`config.mk`:
```
export PLATFORM = sky130hd
export DESIGN_NAME = spi_minion_frontend
export DESIGN_NICKNAME = d
export VERILOG_FILES = /design/src/rtl/spi_minion_frontend.sv
export SDC_FILE = /design/constraint.sdc
export NUM_CORES = 1
export LEC_CHECK = 0
export BUFFER_PORTS_ARGS = -buffer_cell sky130_fd_sc_hd__buf_4
export CORE_ASPECT_RATIO = 1.5
export CORE_UTILIZATION = 40
export DETAILED_ROUTE_END_ITERATION = 10
export PLACE_DENSITY = 0.69
export SLEW_MARGIN = 20
export SYNTH_ARGS = -nofsm -noshare
export SYNTH_HDL_FRONTEND = slang
export SYNTH_SLANG_ARGS = --single-unit
```
`constraint.sdc`:
```
create_clock -name clk -period 1.9 [get_ports clk]
set_input_delay 0.38 -clock clk [delete_from_list [all_inputs] [get_ports clk]]
set_output_delay 0.38 -clock clk [all_outputs]
set_load 0.01 [all_outputs]
```
`src/rtl/spi_minion_frontend.sv`:
```
// SPI mode-0 minion front-end: pad synchronisers, MOSI deserialiser into a small
// receive FIFO, MISO serialiser. Define SPI_MINION_PARITY_EN to add the parity output.
module spi_minion_frontend #(
  parameter int BIT_WIDTH = 8,
  parameter int DEPTH     = 2
) (
  input  logic                 clk,
  input  logic                 reset,
  input  logic                 cs,
  input  logic                 sclk,
  input  logic                 mosi,
  output logic                 miso,
  output logic [BIT_WIDTH-1:0] recv_msg,
  output logic                 recv_val,
  input  logic                 recv_rdy,
  input  logic [BIT_WIDTH-1:0] send_msg,
  input  logic                 send_val,
  output logic                 send_rdy,
  output logic                 overflow,
  output logic                 parity
);
  localparam int CW = $clog2(BIT_WIDTH);
  localparam int PW = $clog2(DEPTH) + 1;
  localparam int IW = (DEPTH > 1) ? $clog2(DEPTH) : 1;

  logic r_cs_m, r_cs_s, r_cs_p;
  logic r_sclk_m, r_sclk_s, r_sclk_p;
  logic r_mosi_m, r_mosi_s;

  // two-flop synchronisers; the _p stage gives edge detection on sclk and cs
  always_ff @(posedge clk or negedge reset) begin
    if (!reset) begin
      {r_cs_m, r_cs_s, r_cs_p}       <= '0;
      {r_sclk_m, r_sclk_s, r_sclk_p} <= '0;
      {r_mosi_m, r_mosi_s}           <= '0;
    end else begin
      {r_cs_m, r_cs_s, r_cs_p}       <= {cs, r_cs_m, r_cs_s};
      {r_sclk_m, r_sclk_s, r_sclk_p} <= {sclk, r_sclk_m, r_sclk_s};
      {r_mosi_m, r_mosi_s}           <= {mosi, r_mosi_m};
    end
  end

  logic                 w_rise, w_fall, w_cs_fall, w_cs_rise;
  logic                 w_rx, w_tx, w_done, w_start;
  logic [CW-1:0]        r_cnt;
  logic [BIT_WIDTH-1:0] r_rx_sr, r_tx_sr, w_word;

  assign w_rise    = r_sclk_s & ~r_sclk_p;
  assign w_fall    = ~r_sclk_s & r_sclk_p;
  assign w_cs_fall = ~r_cs_s & r_cs_p;
  assign w_cs_rise = r_cs_s & ~r_cs_p;
  assign w_rx      = w_rise & ~r_cs_s;
  assign w_tx      = w_fall & ~r_cs_s;
  assign w_word    = {r_rx_sr[BIT_WIDTH-2:0], r_mosi_s};
  assign w_done    = w_rx & (r_cnt == CW'(BIT_WIDTH - 1));
  // a completed word inside the same cs window starts the next frame immediately
  assign w_start   = w_cs_fall | w_done;
  assign send_rdy  = w_start & send_val;
  assign miso      = r_tx_sr[BIT_WIDTH-1];

  always_ff @(posedge clk or negedge reset) begin
    if (!reset) begin
      r_cnt   <= '0;
      r_rx_sr <= '0;
      r_tx_sr <= '0;
    end else begin
      if (w_rx) r_rx_sr <= w_word;
      if (w_cs_rise || w_cs_fall || w_done) r_cnt <= '0;
      else if (w_rx)                        r_cnt <= r_cnt + CW'(1);
      if (w_start)   r_tx_sr <= send_val ? send_msg : '0;
      else if (w_tx) r_tx_sr <= {r_tx_sr[BIT_WIDTH-2:0], 1'b0};
    end
  end

  logic [BIT_WIDTH-1:0] r_mem [DEPTH];
  logic [PW-1:0]        r_wr, r_rd, w_count;
  logic [IW-1:0]        w_wr_idx, w_rd_idx;
  logic                 w_full, w_empty, w_pop, w_push;

  assign w_count  = r_wr - r_rd;
  assign w_full   = (w_count == PW'(DEPTH));
  assign w_empty  = (r_wr == r_rd);
  assign w_wr_idx = IW'(r_wr % PW'(DEPTH));
  assign w_rd_idx = IW'(r_rd % PW'(DEPTH));
  assign w_pop    = ~w_empty & recv_rdy;
  // a pop in the same cycle frees a slot, so a full FIFO can still accept
  assign w_push   = w_done & (~w_full | w_pop);
  assign recv_val = ~w_empty;
  assign recv_msg = r_mem[w_rd_idx];

  always_ff @(posedge clk) begin
    if (w_push) r_mem[w_wr_idx] <= w_word;
  end

  always_ff @(posedge clk or negedge reset) begin
    if (!reset) begin
      r_wr     <= '0;
      r_rd     <= '0;
      overflow <= 1'b0;
    end else begin
      if (w_push)           r_wr     <= r_wr + PW'(1);
      if (w_pop)            r_rd     <= r_rd + PW'(1);
      if (w_done && !w_push) overflow <= 1'b1;
    end
  end

`ifdef SPI_MINION_PARITY_EN
  always_ff @(posedge clk or negedge reset) begin
    if (!reset)      parity <= 1'b0;
    else if (w_push) parity <= ^w_word;
  end
`else
  assign parity = 1'b0;
`endif

endmodule
```
==> results, run 1 <==
- The signal on the critical path passes through ha_2 > ha_4 > a21oi_2 > nor2b_1 > buf_4.
- The count of antenna-violating nets left after detailed routing is 0.
- Fill cells in the final layout number between 400 and 500.
- The worst setup path is captured at an output pin.
- The largest net degree at the start of global routing is 32.
- Each instance of the synthesized netlist takes up on average between 15 and 20 sq um.
- The initialized floorplan defines 30 standard-cell rows.
- The die boundary width is just under 60 um.
- Compared with the post-synthesis result, the final layout area differs by 21.0%.
- The fraction of power consumed by the clock network is 23.8%.
- Along the worst path, the maximum fanout reaches 7.
- The type of the worst min-delay path is primary input to async pin.
- The top cell type by area accounts for between 40% and 50% of the synthesized area.
- The analysis attributes to cell leakage a power of between 1 and 1.5 nW.
- The area of the die is roughly 5100 sq um.
- The cell count after synthesis is approximately 130.
- By area the synthesized netlist is led by dfrtp_1 40%, edfxtp_1 25%, mux2_2 9.3%.
- The data arrival at the endpoint of the critical path is roughly 1400 ps.
- After detailed routing, the average wire length per cell comes to about 13 um.
- The first global-routing pass estimated between 5000 and 6000 um of wire.
- The switching power total is around 0.64 mW.
- The worst setup path is of the flop to output pin kind.
- The number of antenna violations at the first check in global routing was 0.
- The initial core utilization is between 40% and 50%.
- The routed design could run at a clock period as short as ~1800 ps.
- The count of buffers added on input and output ports is 26.
- The number of nets in the synthesized netlist is approximately 150.
- Counting every sink on the clock net gives between 40 and 50.
- The share of cells above drive strength 1 is roughly two fifths.
- The clock latency on the worst-skew pair is between 200 and 300 ps.
- The pre-antenna-repair detailed-routing pass consisted of 4 iterations.
- The DRC marker count from the first detailed-route iteration is 19.
- In this run, synthesis inferred 16 flip-flops with an integrated enable.
- The most used flip-flop cell after synthesis is dfrtp_1.
- After the flow finishes, the layout carries non-filler instances totaling ~230.
- The number of diodes is 0.
- The max-slew violation total from the final report is 0.
- The power share of the sequential group is 54.7%.
- The overall overflow remaining after global route is 0.
- Detailed placement ended at an HPWL of 2120 um.
- The via count of the first global-routing pass is around 1,200.
- Once layout is complete, the utilization of the core stands at 51.1%.
- The power density over cell area is approximately 1000 nW/um^2.
- The multi-input combinational cells in the finished layout cover a total of between 600 and 700 sq um.
- STA classifies the critical path startpoint as a flop.
- The synthesized area is 1930 sq um.
- The library cells used most frequently in the layout, excluding fill and tap cells, are 34 x buf_4, 31 x dfrtp_1, 16 x mux2_2, 16 x mux2i_1, 16 x edfxtp_1.
- The post-place setup slack is approximately 230 ps.
- The clock input transition at the sequential cells of the worst setup and hold paths is roughly 80 ps.
- Across the routed clock network, the largest skew measured is ~5.8 ps.
- CTS placed an instance of clkbuf_8 at the clock tree root.
- After synthesis, flip-flops and latches occupy between 60% and 70% of the total area.
- For the worst setup path, the data required time is approximately 1500 ps.
- Yosys printed 0 warnings.
- Net switching is 26.8% of the power.
- The DRC violation count after routing is 0.
- Internal power comes to between 1.5 and 2 mW.
- The share of the cycle needed by the critical path after routing is a little over nine tenths.
- The placeable core region is around 4600 sq um.
- The largest single stage delay on the critical path is between 300 and 400 ps.
- The minimum setup slack in the final design is 81.6 ps.
- The all-layer global routing usage is between 10% and 20%.
- The via density per instance is between 4 and 5.
- Combinational logic is responsible for 21.5% of the overall power.
- The clock tree from TritonCTS is built.
- The tool flagged a number of max-cap violations equal to 0.
- The longest clock path from root to sink contains 2 buffers.
- CTS built an H-tree with a depth of 2.
- The slowest stage of the critical path belongs to the cell dfrtp_1.
- The proportion of register bits with asynchronous set or reset after synthesis is about two thirds.
- The number of placed cells counting well taps is about 220.
- The number of clock buffers inserted by TritonCTS is 5.
- Leaving out fill and tap cells, the most frequent cell in the layout is buf_4.
- The count of endpoints failing hold in the final timing report is 0.
- In this run the vertical extent of the chip is ~87 um.
- The area occupied by registers is around 1300 sq um.
- IR analysis of the VDD net gives a maximum drop of roughly 0.6 mV.
- For this block, the routed nets add up to 2890 um of wire.
- The top achievable clock speed is 550 MHz.
- The final estimated routing congestion in global placement is just over 0.7.
- The routed layout has ~1,100 vias.
- At the end of the flow, the number of nets in the layout was roughly 180.
- The cell type with the highest aggregate area in the netlist is dfrtp_1.
- The flop and latch count out of synthesis is 47.
- The number of I/O pins is 28.
- After synthesis, the netlist uses 31 different library cells.
- The flow ran to the end, and the final reports show no timing, DRC or antenna violations.
- The number of endpoints failing setup at the final stage is 0.
==> cell usage after synthesis, drive strengths merged, types with 2 or more instances <==
| library cell | count |
|---|---|
| a21boi | 2 |
| buf | 4 |
| dfrtp | 31 |
| edfxtp | 16 |
| ha | 3 |
| mux2 | 16 |
| mux2i | 16 |
| nand2 | 9 |
| nand2b | 3 |
| nand3b | 2 |
| nor2 | 2 |
| nor2b | 2 |
| nor3b | 2 |
| xnor2 | 4 |
| xor2 | 3 |
==> sequential cells by signal (all words and copies together) (netlist names) <==
register	flops
r_cnt	3
r_wr	2
r_sclk_m	1
r_mosi_s	1
r_mem	16
overflow	1
r_rx_sr	7
r_cs_p	1
r_tx_sr	8
r_cs_m	1
r_rd	2
r_mosi_m	1
r_sclk_s	1
r_sclk_p	1
r_cs_s	1
==> stage by stage <==
step | hold slack (ps) | setup TNS [ps] | cell area, sq um | total power, mW
after floorplan | 84.4 | 0 | 1930 | 1.65
after global placement | 328 | 0 | 2220 | 1.83
after detailed placement | 335 | 0 | 2220 | 1.86
after CTS | 11.3 | 0 | 2320 | 2.44
after global routing | 26.0 | -3.67 | 2340 | 2.54
final | 0.336 | 0 | 2340 | 2.40
==> power groups by stage <==
stage	Combinational [mW]	Sequential, mW	Clock [mW]
2_1_floorplan	0.353	1.30	0
3_3_place_gp	0.507	1.33	0
3_5_place_dp	0.520	1.34	0
4_1_cts	0.525	1.32	0.596
5_1_grt	0.568	1.34	0.637
6_report	0.517	1.32	0.572
==> what timing repair did <==
action                     CTS  global route
gates cloned                 0             0
setup endpoints to repair    1             1
hold endpoints to repair     0             0
setup buffers                1             1
pin swaps                    1             1
hold buffers                 0             0
resized for setup            1             2
==> routing by layer <==
layer / vias up / track usage, % / wire length, um
li1: 521 / - / -
met1: 517 / 13.3 / 1090
met2: 30 / 24.6 / 1630
met3: 4 / 3.71 / 124
met4: 0 / 4.55 / 39
met5: - / 0 / 0
==> final cells by class <==
type	instances	area share, %
multi-input cells	74	28.0
clock buffers	5	2.94
inverters	1	0.160
clock inverters	3	0.856
flip-flops and latches	47	53.7
repair buffers	34	10.9
well taps	64	3.42
==> final timing paths <==
path	end	depth (start not counted)	from	slack, ps
hold reg to reg	r_mosi_s$_DFF_PN0_	0	r_mosi_m$_DFF_PN0_	350
hold / removal	r_tx_sr[1]$_DFFE_PN0P_	1	reset	0.3
setup / recovery	send_rdy	5	r_cnt[0]$_DFFE_PN0P_	80
setup reg to reg	r_mem[0][2]$_DFFE_PP_	5	r_cs_s$_DFF_PN0_	340
max in group asynchronous	r_rd[0]$_DFFE_PN0P_	1	reset	1610
min in group clk	r_mosi_m$_DFF_PN0_	1	mosi	190
==> kinds of logic (layout without fill, tap and decap cells) <==
logic type,count (synthesis),in the layout,synth area share (%)
buffers and inverters,6,43,1.88
other,1,1,0.194
adder cells (fa/ha/maj),3,3,1.94
flip-flops,47,47,65.0
XOR/XNOR,7,7,3.17
AND/OR/NAND/NOR,24,24,7.05
AO/OA/AOI/OAI,7,7,3.17
multiplexers,32,32,17.6
==> worst max-delay path: cells and delay by family (launching register included) <==
kind,cells,cell delay [ps]
DFF,1,390
buffers and inverters,1,140
AOI/OAI and AO/OA,1,160
adders and majority gates,2,400
and+or+nand+nor,1,60
No activity file was read; power rests on OpenSTA's default activity.
==> inputs of run 2 (changes only) <==
MAX_ROUTING_LAYER = met4   (was unset)
RECOVER_POWER = 25   (was unset)
==> run 2 against run 1 <==
Effect of this change:
- the flow now finishes with violations (max-capacitance violations, max-slew violations)
- clock skew rose by 1.0 ps
- highest routed layer unchanged
- global-route usage rose by 0.35 points
- largest cell class unchanged
- core utilization fell by 0.082 points
- power fell by 0.15%
- largest power group unchanged
- critical path type unchanged
- first-iteration DRC count rose by 11%
- maximum frequency fell by 0.45%
==> results, run 2 (same netlist as run 1, synthesis figures left out) <==
- The DRC violation count after routing was 0 (unchanged).
- The count of antenna-violating nets left after detailed routing came to 0 (unchanged).
- The worst path required time is 1520 ps (about the same).
- The area of the die came to 5120 sq um (unchanged).
- The largest clock skew in the final design is 6.80 ps (+0.998 ps).
- The global-route wire length before repair was 5010 um (-0.14%).
- The clock tree from TritonCTS is built.
- The count of cells along the worst register-to-register path was 5 (unchanged).
- The via count of the first global-routing pass is 1,175 (+0.085%).
- The all-layer global routing usage was 13.4% (+0.35 points).
- The number of rows in the core area was 30 (unchanged).
- The worst pin sits at a relative slew slack of -8.25%.
- The number of antenna violations at the first check in global routing is 0 (unchanged).
- The number of stages on the worst hold path is 1.
- The standard cell area after detailed placement is 2220 sq um (unchanged).
- The number of nets in the finished design is 181 (unchanged).
- The via density per instance is 4.74 (+0.75%).
- The clock latency on the worst-skew pair is 290 ps (about the same).
- The most common cell after layout, fill and taps aside is dfrtp_1.
- The clock sink count is 47 (unchanged).
- In the final layout, the registers with the most flip-flops are r_mem: 16 flops, r_tx_sr: 8 flops, r_rx_sr: 7 flops.
- The largest net degree at the start of global routing is 32 (unchanged).
- The final wirelength is 2880 um (-0.42%).
- The top fanout value on the critical path is 7 (unchanged).
- The number of I/O pins is 28 (unchanged).
- The overall overflow remaining after global route is 0 (unchanged).
- The routed length per placed instance was 12.6 um (-0.42%).
- The DRC marker count from the first detailed-route iteration was 21 (+2).
- The detailed-routing iteration count for the pre-antenna-repair pass is 4 (unchanged).
- The number of buffers on the longest clock path was 2 (unchanged).
- The kind of critical path is flop to output pin.
- The maximum level of the CTS H-tree is 2 (unchanged).
- The register name with the most flops is r_mem.
- The number of buffers added to fix hold violations after cts is 0 (unchanged).
- The number of max-capacitance violations reported is 1 (+1).
- The number of flip-flops under the largest register name is 16 (unchanged).
- The area growth from synthesis to layout is 20.8%.
- The final instance area is 2340 sq um (-0.16%).
- The share of cells above drive strength 1 is 38.4% (-0.61 points).
- The power density over cell area was 1030 nW/um^2 (about the same).
- The run finished, with violations left.
- The initial core utilization is 42.2% (unchanged).
- The minimum clock period is 1830 ps (+8.22 ps).
- The number of clock buffers inserted by TritonCTS is 5 (unchanged).
- The nature of the critical path endpoint is an output pin.
- The sum of negative setup slack is 0 ps (unchanged).
- The worst setup path is launched from a flop.
- The min-delay analysis places its worst path in the category primary input to flop.
- The master cell of the clock root buffer is clkbuf_8.
- The placeable core region is 4580 sq um (unchanged).
- The worst vdd rail ir drop is 0.600 mV (+0.19%).
- The number of diodes is 0 (unchanged).
- The port buffer count is 26 (unchanged).
- The die boundary width is 58.8 um (unchanged).
- The top achievable clock speed is 547 MHz (-0.45%).
- The number of endpoints failing setup at the final stage came to 0 (unchanged).
- The final estimated routing congestion in global placement was 0.721 (+1.2%).
- The die outline height came to 87.1 um (unchanged).
- At the pin with the least slew margin, the transition time is roughly 1600 ps.
- The overall via count from detail_route is 1,080 (+0.75%).
- The share of the cycle needed by the critical path after routing is 96.1% (+0.43 points).
- The final reports fail on max-capacitance violations, max-slew violations.
- The count of endpoints failing hold in the final timing report is 0 (unchanged).
- The data arrival at the endpoint of the critical path is 1450 ps (about the same).
- The post-DP HPWL was 2120 um (unchanged).
- The cell leakage power is 1.00 nW (-0.42%).
- The library cells used most frequently in the layout, excluding fill and tap cells, are 31 x dfrtp_1, 30 x buf_4, 16 x mux2_2, 16 x mux2i_1, 16 x edfxtp_1.
- The max-slew violation total from the final report came to 32 (+32).
- The clock input transition at the sequential cells of the worst setup and hold paths is 80 ps (about the same).
## run 2: cell count changes in the layout (fill, tap and decap cells not counted), sizes merged
| cell | before | now |
|---|---|---|
| clkbuf | 5 | 9 |
| buf | 34 | 30 |
## run 2: final cells by class
cell class	instances	area, sq um
fill	414	2240
sequential	47	1260
multi-input combinational	74	656
timing repair buffer	34	251
tap	64	80.1
clock buffer	5	68.8
clock inverter	3	20.0
inverter	1	3.75
## run 2: stage by stage
step	std cells	setup WS (ps)	utilization (%)	hold slack (ps)	total power, mW
CTS	227	5.42	50.7	11.3	2.44
floorplan	127	111	-	84.4	1.65
global placement	218	307	48.5	328	1.83
finish	228	73.4	51.0	209	2.40
global route	228	-3.67	51.0	192	2.54
detailed placement	218	232	48.5	335	1.86
## run 2: worst max-delay path, cell delays in order (launching register included)
cell and delay [ps]:
dfrtp_1 400, ha_2 210, ha_4 190, a21oi_2 160, nor2b_1 60, buf_4 140
## run 2: path summary, 6_finish.rpt
path                                           to                  from  slack, ps
min reg2reg                    r_mosi_s$_DFF_PN0_    r_mosi_m$_DFF_PN0_        350
min in group asynchronous  r_tx_sr[2]$_DFFE_PN0P_                 reset        490
max in group asynchronous     r_rd[0]$_DFFE_PN0P_                 reset        470
max                                      send_rdy  r_cnt[0]$_DFFE_PN0P_         70
max reg2reg                 r_mem[0][2]$_DFFE_PP_      r_cs_s$_DFF_PN0_        340
min                            r_mosi_m$_DFF_PN0_                  mosi        210
## run 2: timing repair
action	4_1_cts	5_1_grt
pin swaps	1	1
setup buffers	1	1
setup endpoints to repair	1	1
gates resized for setup	1	2
## run 2: routing by layer
metal	share of wire, %	track usage (%)	vias up	routed length (um)
li1	-	-	522	-
met1	38	13.4	522	1110
met2	56	24.5	31	1620
met3	3.9	3.57	5	112
met4	1.2	4.55	0	34
met5	0	-	-	0
## run 2: power breakdown
| part | internal [mW] | leakage (nW) | switching, mW | total (mW) |
|---|---|---|---|---|
| sequential | 1.20 | 0.529 | 0.114 | 1.32 |
| combinational | 0.301 | 0.431 | 0.214 | 0.515 |
| clock | 0.256 | 0.0418 | 0.313 | 0.569 |
| total | 1.76 | 1.00 | 0.641 | 2.40 |
